File: config.mk
export PLATFORM = sky130hd
export DESIGN_NAME = controller_source_arbiter
export DESIGN_NICKNAME = d
export VERILOG_FILES = /design/src/rtl/controller_source_arbiter.sv
export SDC_FILE = /design/constraint.sdc
export NUM_CORES = 1
export LEC_CHECK = 0
export CAP_MARGIN = 20
export CORE_MARGIN = 5
export CORE_UTILIZATION = 55
export CTS_CLUSTER_DIAMETER = 60
export DETAILED_ROUTE_END_ITERATION = 10
export GPL_TIMING_DRIVEN = 1
export HOLD_SLACK_MARGIN = 0.15
export PLACE_DENSITY = 0.84
export SETUP_SLACK_MARGIN = 0.4
export SLEW_MARGIN = 20
export SYNTH_ARGS = -nofsm -noshare
export SYNTH_HDL_FRONTEND = slang
export SYNTH_SLANG_ARGS = --single-unit
File: constraint.sdc
create_clock -name clk -period 7.48 [get_ports clk]
set_clock_uncertainty 0.15 [all_clocks]
set_input_delay 1.122 -clock clk [delete_from_list [all_inputs] [get_ports clk]]
set_output_delay 1.122 -clock clk [all_outputs]
set_load 0.1 [all_outputs]
File: src/rtl/controller_source_arbiter.sv
// Arbitrates the console button path between button board, N64 and remote receivers.
// Round-robin grant on activity, idle-timeout release, and a lock mode that pins the owner.
module controller_source_arbiter #(
  parameter int unsigned WIDTH   = 12,
  parameter int unsigned TIMEOUT = 50000,
  parameter int unsigned CNT_W   = 16
) (
  input  logic             clk,
  input  logic             reset,
  input  logic [WIDTH-1:0] b_board_in,
  input  logic [WIDTH-1:0] N64_in,
  input  logic [WIDTH-1:0] remote_in,
  input  logic [2:0]       src_en,
  input  logic             lock_en,
  input  logic [1:0]       lock_src,
  output logic [WIDTH-1:0] btn_out,
  output logic [1:0]       owner,
  output logic             owner_valid,
  output logic             switch_pulse
);

  typedef enum logic [1:0] {StIdle, StOwned, StLocked} state_e;

  localparam logic [1:0]       NoOwner  = 2'd3;
  localparam logic [CNT_W-1:0] IdleLast = CNT_W'(TIMEOUT - 1);

  state_e           state_q, state_d;
  logic [WIDTH-1:0] btn_q, btn_d;
  logic [1:0]       owner_q, owner_d;
  logic [1:0]       last_q, last_d;
  logic             pulse_q, pulse_d;
  logic [CNT_W-1:0] idle_q, idle_d;

  logic [WIDTH-1:0] src [3];
  logic [2:0]       active;
  logic [WIDTH-1:0] owner_vec, lock_vec, grant_vec;
  logic             owner_en, grant_any;
  logic [1:0]       grant_idx;

  assign src[0] = b_board_in;
  assign src[1] = N64_in;
  assign src[2] = remote_in;

  always_comb begin
    active    = '0;
    owner_vec = '0;
    lock_vec  = '0;
    owner_en  = 1'b0;
    for (int k = 0; k < 3; k++) begin
      active[k] = (src[k] != '0) && src_en[k];
      if (owner_q == 2'(k)) begin
        owner_vec = src[k];
        owner_en  = src_en[k];
      end
      if (lock_src == 2'(k)) lock_vec = src[k];
    end
  end

  // Search order starts one past the last released owner.
  always_comb begin
    grant_any = 1'b0;
    grant_idx = NoOwner;
    grant_vec = '0;
    for (int i = 1; i <= 3; i++) begin
      for (int k = 0; k < 3; k++) begin
        if (!grant_any && active[k] && ((int'(last_q) + i) % 3 == k)) begin
          grant_any = 1'b1;
          grant_idx = 2'(k);
          grant_vec = src[k];
        end
      end
    end
  end

  always_comb begin
    state_d = state_q;
    owner_d = owner_q;
    last_d  = last_q;
    idle_d  = idle_q;
    btn_d   = btn_q;
    if (lock_en) begin
      state_d = StLocked;
      owner_d = lock_src;
      btn_d   = lock_vec;
      idle_d  = '0;
    end else begin
      unique case (state_q)
        StIdle: begin
          btn_d = '0;
          if (grant_any) begin
            state_d = StOwned;
            owner_d = grant_idx;
            btn_d   = grant_vec;
            idle_d  = '0;
          end
        end
        StOwned: begin
          btn_d = owner_vec;
          if (!owner_en || (owner_vec == '0 && idle_q == IdleLast)) begin
            state_d = StIdle;
            owner_d = NoOwner;
            btn_d   = '0;
            last_d  = owner_q;
            idle_d  = '0;
          end else if (owner_vec == '0) begin
            idle_d = idle_q + 1'b1;
          end else begin
            idle_d = '0;
          end
        end
        StLocked: begin
          idle_d = '0;
          if (owner_q != NoOwner) begin
            state_d = StOwned;
            btn_d   = owner_vec;
          end else begin
            state_d = StIdle;
            btn_d   = '0;
          end
        end
        default: begin
          state_d = StIdle;
          owner_d = NoOwner;
          btn_d   = '0;
        end
      endcase
    end
    pulse_d = (owner_d != owner_q);
  end

  always_ff @(posedge clk) begin
    if (reset) begin
      state_q <= StIdle;
      btn_q   <= '0;
      owner_q <= NoOwner;
      last_q  <= 2'd2;
      pulse_q <= 1'b0;
      idle_q  <= '0;
    end else begin
      state_q <= state_d;
      btn_q   <= btn_d;
      owner_q <= owner_d;
      last_q  <= last_d;
      pulse_q <= pulse_d;
      idle_q  <= idle_d;
    end
  end

  assign btn_out      = btn_q;
  assign owner        = owner_q;
  assign owner_valid  = (owner_q != NoOwner);
  assign switch_pulse = pulse_q;

endmodule

### Word level (Yosys, flattened, before mapping)

Index checks and enable logic that the tools add are counted.

| storage, ports and cells | value |
|---|---|
| output and inout port bits | 16 |
| word-level logic and storage cells | 135 |
| input bits | 44 |
| flip-flop bits (word level) | 35 |

| cells by class | value |
|---|---|
| reductions and logical operators | 47 |
| eq/ne operators | 19 |
| divide/modulo/power cells | 3 |
| bitwise operators | 1 |
| muxes and demuxes | 54 |
| $add $sub $neg | 4 |

Operator list:

| kind | count |
|---|---|
| $mux W12 | 19 |
| $eq A32 B2 Y1 const B | 3 |
| $eq A32 B3 Y1 const B | 3 |
| $logic_not A32 Y1 | 3 |
| $mod A32 B3 Y32 const B | 3 |
| $mux W16 | 3 |
| $pmux W16 S3 | 1 |
| $pmux W12 S3 | 1 |
| $reduce_bool A12 Y1 | 3 |
| $mux W2 | 15 |
| $logic_and A1 B1 Y1 | 21 |
| $add A16 B1 Y16 const B | 1 |
| $eq A16 B16 Y1 const B | 1 |
| $mux W1 | 13 |
| $logic_not A12 Y1 | 1 |
| $pmux W2 S3 | 2 |
| $logic_not A1 Y1 | 9 |
| $add A2 B2 Y3 const B | 2 |
| $eq A2 B1 Y1 const B | 3 |
| $eq A2 B2 Y1 const B | 3 |
| $logic_not A2 Y1 | 3 |
| $ne A2 B2 Y1 const B | 3 |
| $ne A3 B3 Y1 const B | 2 |
| $reduce_and A2 Y1 | 3 |
| 7 further kinds | 7 |

### Depth between registers and ports, before layout

Gate-level depths: netlist of run 1.

| logic depth | value |
|---|---|
| depth after elaboration | 41 |
| mapped depth | 11 |

### Worst setup path after synthesis of run 1

No wires, ideal clock.

| timing | value |
|---|---|
| kind | reg2out |
| from | reg owner_q[0] (netlist: owner[0]) |
| to | out owner_valid |
| arrival time | 1.916 ns |
| stages on the path, launching flop included | 4 |
| buffers on the path | 2 |
| setup slack | 4.292 ns |
| path through | dfxtp_1 buf_6 buf_6 nand2_1 |

| between the ends | value |
|---|---|
| longest elaborated chain between the ends | 1 |

RTL lines:

| element | RTL line | text |
|---|---|---|
| from (decl) | 29 | `logic [1:0] owner_q, owner_d;` |
| from (signal assigned) | 135 | `owner_q <= NoOwner;` |
| from (signal assigned) | 142 | `owner_q <= owner_d;` |
| $ne A2 B2 Y1 | 151 | `assign owner_valid = (owner_q != NoOwner);` |
| to (decl) | 18 | `output logic owner_valid,` |

Every way passes these cells.

### Worst setup path after layout of run 1

| timing | value |
|---|---|
| from | in b_board_in[7] |
| to | reg btn_q[4] (netlist: btn_out[4]) |

| between the ends | value |
|---|---|
| longest elaborated chain between the ends | 39 |

RTL lines:

| element | RTL line | text |
|---|---|---|
| from (decl) | 10 | `input logic [WIDTH-1:0] b_board_in,` |
| $reduce_bool A12 Y1 | 50 | `active[k] = (src[k] != '0) && src_en[k];` |
| $logic_and A1 B1 Y1 | 50 |  |
| $logic_and A1 B1 Y1 | 66 | `if (!grant_any && active[k] && ((int'(last_q) + i) % 3 == k)) begin` |
| $mux W1 | 66 |  |
| $logic_not A1 Y1 | 66 |  |
| $logic_and A1 B1 Y1 (2 in series) | 66 |  |
| $mux W1 | 66 |  |
| $logic_not A1 Y1 | 66 |  |
| [... 20 more ...] | - |  |
| $logic_and A1 B1 Y1 (2 in series) | 66 |  |
| $mux W1 | 66 |  |
| $logic_not A1 Y1 | 66 |  |
| $logic_and A1 B1 Y1 (2 in series) | 66 |  |
| $mux W12 or $mux W1 (tied branches) | 66 |  |
| $mux W12 | 90 | `if (grant_any) begin` |
| $pmux W12 S3 * | 87 | `unique case (state_q)` |
| $mux W12 * | 81 | `if (lock_en) begin` |
| to (signal assigned) | 141 | `btn_q <= btn_d;` |
| to (decl) | 28 | `logic [WIDTH-1:0] btn_q, btn_d;` |

Every way passes the cells marked *; elsewhere a longest branch is shown, timed or not.
A chain may end at the register's enable or synchronous reset.

==> results of run 1 <==
-- layer usage --
layer	GRT usage (%)	wire length, um	vias to the layer above
met5	0	0	-
met4	10.79	352	0
met3	5.790	1362	49
met2	43.77	4308	279
met1	37.92	4233	1619
li1	-	-	1656
-- cells in the final DEF, fill, tap and decap left out, types with 8 or more instances in the layout --
| cell | instances |
|---|---|
| and3_1 | 9 |
| inv_1 | 8 |
| a2bb2oi_1 | 12 |
| mux2i_1 | 26 |
| dfxtp_1 | 35 |
| o22ai_1 | 12 |
| o21ai_0 | 19 |
| a221oi_1 | 11 |
| a21oi_1 | 9 |
| o221ai_1 | 21 |
| a211oi_1 | 11 |
| nor3_1 | 26 |
| o21ai_1 | 20 |
| nand2_1 | 56 |
| nand3_1 | 10 |
| clkdlybuf4s50_1 | 59 |
| nor4_1 | 10 |
| nor2_1 | 20 |
-- logic make-up after synthesis --
group / count (synthesis) / synth area share, %
AO/OA/AOI/OAI: 140 / 32.24
XOR/XNOR: 3 / 0.8573
adder cells (fa/ha/maj): 3 / 1.225
buffers and inverters: 43 / 7.102
flip-flops: 35 / 22.86
multiplexers: 27 / 8.857
AND/OR/NAND/NOR: 161 / 26.86
-- metrics by stage --
stage               setup WS [ns]  instances
CTS                         3.333        520
floorplan                   4.292        412
detailed placement          3.026        512
finish                      3.190        520
global route                2.881        520
global placement            3.072        512
-- cell type report --
cell class | count | area (sq um) | area share [%]
Tap cell | 72 | 90.09 | 2.423
Clock buffer | 5 | 68.82 | 1.851
Clock inverter | 3 | 43.79 | 1.178
Inverter | 9 | 33.78 | 0.9085
Timing Repair Buffer | 62 | 613.1 | 16.49
Multi-Input combinational cell | 334 | 2168 | 58.31
Sequential cell | 35 | 700.7 | 18.84
-- cells in the mapped netlist (all sizes together), types with 11 or more instances --
cell type and instances:
o22ai 12, a221oi 11, dfxtp 35, nor2 21, buf 14, clkbuf 20, nand2 57, o221ai 21
nor3 26, a2bb2oi 12, o21ai 39, mux2i 26, a211oi 11
-- power groups by stage --
stage / Sequential, uW / Combinational, uW / Clock, uW
2_1_floorplan: 256 / 110 / 0
3_3_place_gp: 206 / 230 / 0
3_5_place_dp: 207 / 233 / 0
4_1_cts: 202 / 234 / 181
5_1_grt: 203 / 251 / 188
6_report: 203 / 240 / 179
-- final timing paths --
kind / startpoint / end / depth (start not counted)
setup reg to reg: owner[1]$_SDFF_PP1_ / btn_out[1]$_SDFF_PP0_ / 8
setup / recovery: b_board_in[7] / btn_out[4]$_SDFF_PP0_ / 9
hold reg to reg: idle_q[2]$_SDFFE_PP0P_ / idle_q[2]$_SDFFE_PP0P_ / 1
hold / removal: idle_q[2]$_SDFFE_PP0P_ / idle_q[2]$_SDFFE_PP0P_ / 1
-- flip-flops by register name (all words and copies together) (netlist names) --
name and cells:
btn_out 12, idle_q 16, last_q 2, owner 2
state_q 2, switch_pulse 1
==> results.sh, run 1 <==
export IMPL_vias_per_cell=6.929
export IMPL_arrival_ns=4.36
export IMPL_first_pass_iters=5
export IMPL_cts_root_buf="clkbuf_8"
export IMPL_clk_pin_slew_ns=0.08
export IMPL_p_leak_uw=0.001391
export IMPL_clock_path_buffers=2
export IMPL_dieArea_sq_um=7166
export IMPL_max_stage_delay_ns=0.71
export IMPL_synthTopCellsByArea="dfxtp_1 23%, mux2i_1 8.5%, nand2_1 6.9%"
export IMPL_detail_route_iter0_violations=613
export IMPL_cts_sinks=35
export IMPL_clockPowerShare_pct=28.8
export IMPL_fillers=491
export IMPL_cap_violations=0
export IMPL_die_w_um=84.66
export IMPL_grt_usage_pct=28.06
export IMPL_postLayoutCoreUtil_pct=67.95
export IMPL_critPathKind="in2reg"
export IMPL_yosys_warnings=0
export IMPL_cts_tree="done"
export IMPL_placed_area_sq_um=3591
export IMPL_yosys_area_top_type="dfxtp_1"
export IMPL_cpLargestDelayFamily="simple AND/OR/NAND/NOR gates"
export IMPL_ys_ff_latch=35
export IMPL_async_reset_ff_share_pct=0
export IMPL_p_sw_uw=243.0
export IMPL_ff2ff_setup_slack_ns=4.03
export IMPL_post_route_min_period_ns=4.290
export IMPL_first_global_vias=3335
export IMPL_worst_pin_slew_ns=1.136
export IMPL_min_path_type="reg2reg"
export IMPL_ctsResizeCount=0
export IMPL_grt_pass1_wl_mm=16.56
export IMPL_ys_seq_area_share_pct=22.86
export IMPL_fin_hold_ws_ns=0.3313
export IMPL_worst_path_max_fanout=15
export IMPL_num_nets_final=494
export IMPL_syn_area_sq_um=3065
export IMPL_outcome="complete, no violations"
export IMPL_syn_to_final_growth_pct=21.31
export IMPL_setup_tns_ns=0
export IMPL_switching_share_pct=39.09
export IMPL_finalPower_uw=621.7
export IMPL_drt_wl_total_mm=10.26
export IMPL_dp_hpwl_mm=7.067
export IMPL_required_ns=7.55
export IMPL_vdd_drop_max_mv=0.1171
export IMPL_endpoint_kind="register"
export IMPL_clkLatencyLatePin_ns=0.30
export IMPL_gp_congestion=1.005
export IMPL_powerDensity_nw_per_um2=167.2
export IMPL_cts_setup_buffers=0
export IMPL_syn_area_per_cell_sq_um=7.440
export IMPL_finalSetupViolations=0
export IMPL_design_area_sq_um=3719
export IMPL_core_sq_um=5473
export IMPL_die_y_um=84.66
export IMPL_portBuffers=59
export IMPL_layout_drive_gt1_share_pct=6.250
export IMPL_ant_nets=0
export IMPL_drc=0
export IMPL_post_synth_inst_count=412
export IMPL_htreeDepth=2
export IMPL_slew_headroom_pct=24.10
export IMPL_overflow=0
export IMPL_seq_power_share_pct=32.6
export IMPL_synth_edff_count=0
export IMPL_numCtsBuffers=5
export IMPL_wl_per_cell_um=19.72
export IMPL_slew_viol_final=0
export IMPL_ioPinCount=60
export IMPL_rsz0062_at_grt="false"
export IMPL_cp_buffers_inverters=1
export IMPL_combPwrFrac_pct=38.6
export IMPL_cp_slowest_cell="nor2_1"
export IMPL_startpoint_type="primary input"
export IMPL_antenna_cells_inserted=0
export IMPL_synth_fp_nets=459
export IMPL_intPower_uw=378.6
export IMPL_max_freq_ghz=0.2331
export IMPL_via_count=3603
export IMPL_grt_max_degree=24
export IMPL_crit_chain="clkdlybuf4s50_1 > nor4_1 > a31oi_1 > and2_1 > nor2_1 > a221oi_1 > nor3_1 > a211oi_1 > o221ai_1"
export IMPL_synth_ff_type="dfxtp_1"
export IMPL_synth_top_area_share_pct=22.86
export IMPL_cts_hold_buf=0
export IMPL_hold_viol_final=0
export IMPL_ys_types=54
export IMPL_fp_row_count=27
export IMPL_antenna_found_initial=0
export IMPL_floorplan_initialDensity_pct=56.01
export IMPL_period_share_pct=57.35
Power figures use the tool's default switching activity.
==> run 2, diff against run 1 <==
Settings changed: CORE_UTILIZATION 55 to 48, PLACE_DENSITY 0.84 to 0.78.
Clock period 7.48 ns to 3.7 ns, I/O delays scaled along.
==> results.sh, run 2 (synthesized netlist as in run 1, its figures left out) <==
export IMPL_outcome="complete, no violations"
export IMPL_min_path_type="reg2reg"
export IMPL_hold_viol_final=0
export IMPL_cap_violations=0
export IMPL_antenna_cells_inserted=0
export IMPL_grt_usage_pct=25.67
export IMPL_design_area_sq_um=3950
export IMPL_startpoint_type="primary input"
export IMPL_portBuffers=59
export IMPL_htreeDepth=2
export IMPL_dp_hpwl_mm=8.106
export IMPL_first_pass_iters=7
export IMPL_period_share_pct=86.02
export IMPL_cts_setup_buffers=0
export IMPL_clkLatencyLatePin_ns=0.29
export IMPL_floorplan_initialDensity_pct=48.83
export IMPL_endpoint_kind="register"
export IMPL_dieArea_sq_um=8085
export IMPL_largest_register="idle_q"
export IMPL_worst_pin_slew_ns=0.9846
export IMPL_drc=0
export IMPL_worst_path_max_fanout=8
export IMPL_drt_wl_total_mm=11.17
export IMPL_fp_row_count=29
export IMPL_required_ns=3.69
export IMPL_antenna_found_initial=0
export IMPL_core_sq_um=6277
export IMPL_syn_to_final_growth_pct=28.86
export IMPL_setup_tns_ns=0
export IMPL_slew_viol_final=0
export IMPL_p_leak_uw=0.001522
export IMPL_clock_path_buffers=2
export IMPL_gp_congestion=1.026
export IMPL_die_w_um=89.92
export IMPL_powerDensity_nw_per_um2=322.1
export IMPL_rsz0062_at_grt="false"
export IMPL_ioPinCount=60
export IMPL_ff2ff_setup_slack_ns=0.54
export IMPL_slew_headroom_pct=34.16
export IMPL_numCtsBuffers=5
export IMPL_vdd_drop_max_mv=0.2308
export IMPL_arrival_ns=3.17
export IMPL_fin_hold_ws_ns=0.3396
export IMPL_wl_per_cell_um=20.24
export IMPL_finalSetupViolations=0
export IMPL_ant_nets=0
export IMPL_die_y_um=89.92
export IMPL_cts_root_buf="clkbuf_8"
export IMPL_first_global_vias=3388
export IMPL_cts_sinks=35
export IMPL_num_nets_final=521
export IMPL_via_count=3719
export IMPL_placed_area_sq_um=3805
export IMPL_grt_max_degree=16
export IMPL_final_cell_mix="56 x nand2_1, 56 x clkdlybuf4s50_1, 34 x dfxtp_1"
export IMPL_cts_tree="done"
export IMPL_largest_reg_flops=16
export IMPL_layout_drive_gt1_share_pct=13.26
export IMPL_post_route_min_period_ns=3.183
export IMPL_clk_pin_slew_ns=0.08
export IMPL_detail_route_iter0_violations=434
export IMPL_max_freq_ghz=0.3142
export IMPL_cts_hold_buf=0
export IMPL_critPathKind="in2reg"
export IMPL_vias_per_cell=6.737
export IMPL_overflow=0
export IMPL_grt_pass1_wl_mm=17.36
[run 2: layout make-up]
class                   instances  area [sq um]
clock buffers                   5         68.82
well taps                      77         96.34
multi-input cells             334          2185
clock inverters                 3         43.79
flip-flops and latches         35         701.9
inverters                       9         33.78
fillers                       574          2327
repair buffers                 89         820.8
[run 2: worst paths after layout]
kind,from,to,cells after the start
worst min register to register,idle_q[8]$_SDFFE_PP0P_,idle_q[8]$_SDFFE_PP0P_,1
worst min-delay path,idle_q[8]$_SDFFE_PP0P_,idle_q[8]$_SDFFE_PP0P_,1
worst max-delay path,N64_in[7],btn_out[4]$_SDFF_PP0_,10
worst max register to register,owner[1]$_SDFF_PP1_,btn_out[10]$_SDFF_PP0_,9
[run 2: where the power goes]
part / total (uW) / internal, uW / switching [uW]
combinational: 506 / 186 / 320
clock: 354 / 201 / 154
sequential: 412 / 394 / 17.9
total: 1270 / 780 / 492
[run 2: through the flow]
step	cells	utilization, %	power, uW	worst slack (ns)
3_3_place_gp	544	60.61	908.4	0.3244
3_5_place_dp	544	60.61	912.0	0.2319
4_1_cts	552	62.43	1261	0.5235
6_report	552	62.93	1273	0.5172
5_1_grt	552	62.93	1320	0.3843
2_1_floorplan	412	-	740.1	0.5656
[run 2: per-layer routing]
layer | track usage, % | vias to the layer above | share of wire, %
li1 | - | 1719 | -
met1 | 35.47 | 1726 | 40
met2 | 39.39 | 249 | 46
met3 | 7.679 | 25 | 12
met4 | 5.707 | 0 | 1.9
met5 | 0 | - | 0
[run 2: worst max-delay path, cell delays in order]
cell and delay [ns]:
clkdlybuf4s50_1 0.53, nor4_1 0.58, a31oi_1 0.23, nand2_1 0.26, nor2_1 0.13, buf_4 0.20, a221oi_1 0.24, nor3_1 0.08
a211oi_1 0.20, o221ai_1 0.17
[run 2: timing repair]
| action | CTS | global route |
|---|---|---|
| setup endpoints to repair | 1 | 11 |
| pin swaps | 0 | 0 |
| gates resized for setup | 1 | 5 |
==> run 3, diff against run 2 <==
Settings changed: ABC_AREA from default to 1, CORE_UTILIZATION 48 to 50.
==> results.sh, run 3 <==
export IMPL_finalSetupViolations=0
export IMPL_cp_common_cell="nand2_1"
export IMPL_synthTopCellsByCount="175 x nand2_1, 75 x inv_1, 69 x nor2_1, 47 x nand3_1, 43 x o21ai_0"
export IMPL_cts_tree="done"
export IMPL_synth_fa_ha_area_share_pct=1.022
export IMPL_layout_drive_gt1_share_pct=10.21
export IMPL_ys_seq_area_share_pct=19.08
export IMPL_cpLargestDelayFamily="simple AND/OR/NAND/NOR gates"
export IMPL_synthMuxAreaShare_pct=0
export IMPL_mostFrequentLayoutCell="nand2_1"
export IMPL_cap_violations=0
export IMPL_detail_route_iter0_violations=491
export IMPL_ys_ff_latch=35
export IMPL_holdPathStages=2
export IMPL_critPathKind="in2reg"
export IMPL_clkLatencyLatePin_ns=0.28
export IMPL_post_synth_top_count_cell="nand2_1"
export IMPL_ant_nets=0
export IMPL_largest_reg_flops=16
export IMPL_crit_chain="clkdlybuf4s50_1 > nor2_1 > nand2_1 > nor2_1 > a21oi_2 > nand4_1 > buf_4 > buf_4 > o22ai_1 > o21ai_0 > o21ai_0 > nand2_1 > nand3_1 > nand3_1 > nand2_1 > nand2_1 > nand2_1 > nand2_1"
export IMPL_overflow=0
export IMPL_cts_root_buf="clkbuf_8"
export IMPL_worst_path_max_fanout=11
export IMPL_powerDensity_nw_per_um2=287.3
export IMPL_highest_layer="met4"
export IMPL_yosys_warnings=0
export IMPL_first_pass_iters=5
export IMPL_drt_met1_wl_mm=5.166
export IMPL_startpoint_type="primary input"
export IMPL_clock_path_buffers=2
export IMPL_htreeDepth=2
export IMPL_clk_pin_slew_ns=0.07
export IMPL_place_inst=792
export IMPL_synth_simple_gate_area_share_pct=41.77
export IMPL_synth_fp_nets=700
export IMPL_async_reset_ff_share_pct=0
export IMPL_fillers=732
export IMPL_fp_row_count=31
export IMPL_instances_no_fill=804
export IMPL_endpoint_kind="register"
export IMPL_synth_edff_count=0
export IMPL_die_w_um=95.70
export IMPL_synth_top_area_share_pct=19.08
export IMPL_yosys_area_top_type="dfxtp_1"
export IMPL_min_path_type="reg2reg"
export IMPL_cts_sinks=35
export IMPL_synth_top_family_by_area="simple AND/OR/NAND/NOR gates"
export IMPL_first_global_vias=4098
export IMPL_wl_per_cell_um=14.89
export IMPL_finalPower_uw=1273
export IMPL_worst_pin_slew_ns=0.9789
export IMPL_required_ns=3.72
export IMPL_via_count=4619
export IMPL_slew_headroom_pct=34.54
export IMPL_ys_types=43
export IMPL_antenna_found_initial=0
export IMPL_grt_usage_pct=26.50
export IMPL_numCtsBuffers=5
export IMPL_dr_wl_met3_mm=1.011
export IMPL_ioPinCount=60
export IMPL_r2r_cells=16
export IMPL_final_cell_mix="173 x nand2_1, 75 x inv_1, 68 x nor2_1"
export IMPL_drt_wl_total_mm=11.97
export IMPL_arrival_ns=3.12
export IMPL_antenna_cells_inserted=0
export IMPL_core_sq_um=7214
export IMPL_grt_pass1_wl_mm=19.64
export IMPL_max_freq_ghz=0.3222
export IMPL_vdd_drop_max_mv=0.1196
export IMPL_cp_buffers_inverters=3
export IMPL_dp_hpwl_mm=9.409
export IMPL_portBuffers=59
export IMPL_post_route_min_period_ns=3.104
export IMPL_floorplan_initialDensity_pct=50.90
export IMPL_syn_area_per_cell_sq_um=5.624
export IMPL_synth_compound_area_share_pct=23.58
export IMPL_worstHoldEndpoint="idle_q[15]$_SDFFE_PP0P_"
export IMPL_hp_start="idle_q[15]$_SDFFE_PP0P_"
export IMPL_period_share_pct=83.89
export IMPL_setup_tns_ns=0
export IMPL_cts_hold_buf=0
export IMPL_max_stage_delay_ns=0.51
export IMPL_synthTopCellsByArea="dfxtp_1 19%, nand2_1 18%, inv_1 7.7%"
export IMPL_met2_wirelength_mm=5.610
export IMPL_ff2ff_setup_slack_ns=0.86
export IMPL_die_y_um=95.70
export IMPL_dieArea_sq_um=9158
export IMPL_hold_viol_final=0
export IMPL_cp_depth=18
export IMPL_vias_per_cell=5.745
export IMPL_rsz0062_at_grt="false"
export IMPL_cp_slowest_cell="clkdlybuf4s50_1"
export IMPL_r2r_start="last_q[0]$_SDFFE_PP0P_"
export IMPL_p_leak_uw=0.001987
export IMPL_r2r_end="btn_out[10]$_SDFF_PP0_"
export IMPL_gp_congestion=1.019
export IMPL_largest_register="idle_q"
export IMPL_synth_ff_type="dfxtp_1"
export IMPL_grt_max_degree=25
export IMPL_post_synth_inst_count=653
export IMPL_slew_viol_final=0
export IMPL_synth_xor_area_share_pct=0.4770
export IMPL_syn_area_sq_um=3672
export IMPL_num_nets_final=751
export IMPL_outcome="complete, no violations"
export IMPL_drc=0
export IMPL_syn_to_final_growth_pct=20.65
## run 3: area by class of cell
type                    count  area (sq um)  share of cell area [%]
clock buffers               6         72.57                   1.638
clock inverters             2         12.51                  0.2824
inverters                  97         366.6                   8.275
multi-input cells         495          2484                   56.06
flip-flops and latches     35         700.7                   15.81
well taps                  99         123.9                   2.796
repair buffers             70         670.6                   15.14
## run 3: metrics by stage
stage	hold WS (ns)	setup slack (ns)	cell area (sq um)	utilization, %
after floorplan	0.2876	0.6858	3672	-
after global placement	0.2967	0.2926	4287	59.42
after detailed placement	0.3079	0.2908	4287	59.42
after CTS	0.3194	0.5824	4372	60.60
after global routing	0.3690	0.4018	4431	61.41
final	0.3282	0.5959	4431	61.41
## run 3: worst max-delay path by stage
stage / to / slack [ns] / startpoint
floorplan: switch_pulse$_SDFF_PP0_ / 0.69 / owner[1]$_SDFF_PP1_
global placement: btn_out[4]$_SDFF_PP0_ / 0.29 / b_board_in[11]
detailed placement: btn_out[7]$_SDFF_PP0_ / 0.29 / b_board_in[11]
CTS: btn_out[7]$_SDFF_PP0_ / 0.58 / b_board_in[11]
global route: btn_out[10]$_SDFF_PP0_ / 0.40 / b_board_in[11]
finish: btn_out[5]$_SDFF_PP0_ / 0.60 / remote_in[6]
## run 3: power breakdown
| group | internal, uW | leakage (uW) | switching (uW) | total (uW) |
|---|---|---|---|---|
| combinational | 185 | 0.00166 | 403 | 588 |
| sequential | 399 | 0.000286 | 17.2 | 416 |
| clock | 132 | 0.0000412 | 136 | 268 |
## run 3: worst min-delay path: stages, from the launching register on
cell	delay, ns
dfxtp_1	0.33
inv_1	0.05
a21oi_1	0.05
## run 3: cell families (layout without fill, tap and decap cells)
family          Yosys count  in the layout
fa+ha+maj                 3              3
flops                    35             35
simple gates            343            343
compound gates          147            147
xor+xnor                  2              2
buf+inv                 123            175
## run 3: layer usage
| layer | vias to the layer above | global-route usage, % |
|---|---|---|
| met4 | 0 | 7.227 |
| met1 | 2076 | 36.47 |
| met3 | 23 | 3.206 |
| met5 | - | 0 |
| met2 | 260 | 43.60 |
| li1 | 2260 | - |
## run 3: what timing repair did
| item | in CTS | in global routing |
|---|---|---|
| setup buffers | 0 | 4 |
| gates resized for setup | 0 | 7 |
| endpoints found under the setup margin | 0 | 13 |
==> patch (config.mk and constraints of run 2) <==
Change the parameter `WIDTH` from 12 to 24.
--- a/src/rtl/controller_source_arbiter.sv
+++ b/src/rtl/controller_source_arbiter.sv
@@ -1,7 +1,7 @@
 // Arbitrates the console button path between button board, N64 and remote receivers.
 // Round-robin grant on activity, idle-timeout release, and a lock mode that pins the owner.
 module controller_source_arbiter #(
-  parameter int unsigned WIDTH   = 12,
+  parameter int unsigned WIDTH   = 24,
   parameter int unsigned TIMEOUT = 50000,
   parameter int unsigned CNT_W   = 16
 ) (
Ports: changed (resized N64_in, b_board_in, btn_out and remote_in); port bits go from 60 to 108. The function was not compared with the original's and may differ.
==> patch against run 2 <==
Die area is 53% higher; sequential power rose by 35%; hold slack worse by 0.0083 ns; synthesized cell count increased by 61%; count of clock-buffer cells in the layout up 1; power rose by 55%; wire length up 120%; combinational power increased by 100%; design area grew 91%; sequential cell count increased by 12; area after synthesis increased by 61%; sequential share of layout area fell by 5.2 points; setup slack lost 0.11 ns; largest power group unchanged.
==> patch: results (changes against run 2) <==
Worst setup path:
- The startpoint of the most critical setup path is b_board_in[16].
- The delay contributed by the slowest stage of the critical path is 0.51 ns (-0.07 ns).
- The cell with the largest stage delay on the worst path is clkdlybuf4s50_1.
- The critical path arrival is 3.33 ns (+0.16 ns).
- The register-to-register setup slack is 0.41 ns (-0.13 ns).

Synthesis:
- The sequential area share after synthesis was 19.1% (-3.8 points).
- Sorting the synthesized cells by area gives the leading types as dfxtp_1, mux2i_1, o22ai_1.
- The proportion of synthesized flip-flops having asynchronous set or reset is 0% (unchanged).
- Sorting the synthesized cells by how often they occur yields nor2_1, nand2_1, mux2i_1.
- The distinct cell type count after synthesis came to 61 (+13%).
- The synthesized area per cell came to 7.42 um^2 (-0.22%).
- The synthesized net count is 747 (+63%).

Placement:
- The number of cells after detailed placement is 997 (+83%).
- The placer's final routability congestion estimate came to 1.08 (+5.3%).
- The placed standard-cell area is 7140 um^2 (+88%).
- The placed wire-length estimate after detailed placement is 17800 um (+120%).
- The quantity of I/O buffers inserted on ports is 107 (+81%).

CTS:
- The source-to-sink clock delay at the later pin of the worst-skew pair is 0.32 ns (+0.03 ns).
- The clock edge transition at the registers on the reported setup and hold paths came to 0.10 ns (+0.02 ns).

STA:
- The smallest setup slack after layout is 0.404 ns (-0.113 ns).
- The slew at the pin closest to its max-slew limit is 0.994 ns (+0.00902 ns).

Drt:
- The final wirelength is 25000 um (+120%).
- The overall via count from detail_route is 7241 (+95%).
- The number of DRC markers after the initial detailed-route iteration was 1384 (+220%).

GRT:
- The number of global-route vias before repair is 6877 (+100%).
- The total routing resource utilization after global routing was 36.9% (+11 points).
- The pin count of the biggest net entering global routing is 31 (+15).
- The met1 track demand over resource in global routing was 49.5% (+14 points).
- The global-route wire length before repair is 37300 um (+110%).
- The met2 layer usage reported by global route came to 56.5% (+17 points).

Finish:
- The fraction of layout instances using a drive strength above 1 is 24.4% (+11 points).
- The net total in the final layout was 963 (+85%).
- The number of flip-flops in the largest register is 24 (+8).
- The number of cells in the finished layout apart from fillers is 1017 (+84%).

Pwr:
- The worst ir drop on vdd was 0.194 mV (-16%).

Status:
- The flow ran to the end, and the final reports show no timing, DRC or antenna violations.
[patch: layer usage]
| metal | vias to the layer above | part of all wire [%] |
|---|---|---|
| met5 | - | 0 |
| met4 | 0 | 5.3 |
| met3 | 169 | 14 |
| met2 | 634 | 43 |
| met1 | 3337 | 38 |
| li1 | 3101 | - |
[patch: power breakdown]
group	internal (W)	switching (W)	total [W]
Sequential	0.000534	0.0000203	0.000555
Clock	0.000179	0.000219	0.000398
Combinational	0.000394	0.000624	0.00102
Total	0.00111	0.000864	0.00197
[patch: what timing repair did]
action,CTS,global route
pin swaps,3,15
cloned,0,3
hold buffers,0,0
buffers inserted,1,8
gates resized for setup,5,40
setup endpoints to repair,43,42
[patch: how the worst min path moves through the flow]
stage | from | endpoint | slack [ns] | cells past startpoint
2_1_floorplan | idle_q[1] | idle_q[1] | 0.30 | 2
3_3_place_gp | idle_q[1] | idle_q[1] | 0.31 | 2
3_5_place_dp | idle_q[1] | idle_q[1] | 0.32 | 2
4_1_cts | idle_q[1] | idle_q[1] | 0.33 | 2
5_1_grt | idle_q[1] | idle_q[1] | 0.36 | 2
6_report | idle_q[1] | idle_q[1] | 0.33 | 2
[patch: layout make-up]
cell class              count  area [um^2]  area share [%]
clock buffers               6         93.8            1.24
clock inverters             2         17.5           0.232
inverters                  16         60.1           0.795
multi-input cells         546         3850            51.0
flip-flops and latches     47          948            12.6
well taps                 136          170            2.25
repair buffers            264         2410            31.9
[patch: logic make-up (layout without fill, tap and decap cells)]
family,after synthesis,after routing,share of synthesized area (%)
mux,53,53,10.8
simple gates,222,224,22.4
buf+inv,73,288,6.45
compound gates,253,253,38.2
xor+xnor,13,13,2.31
flops,47,47,19.1
fa+ha+maj,3,3,0.762
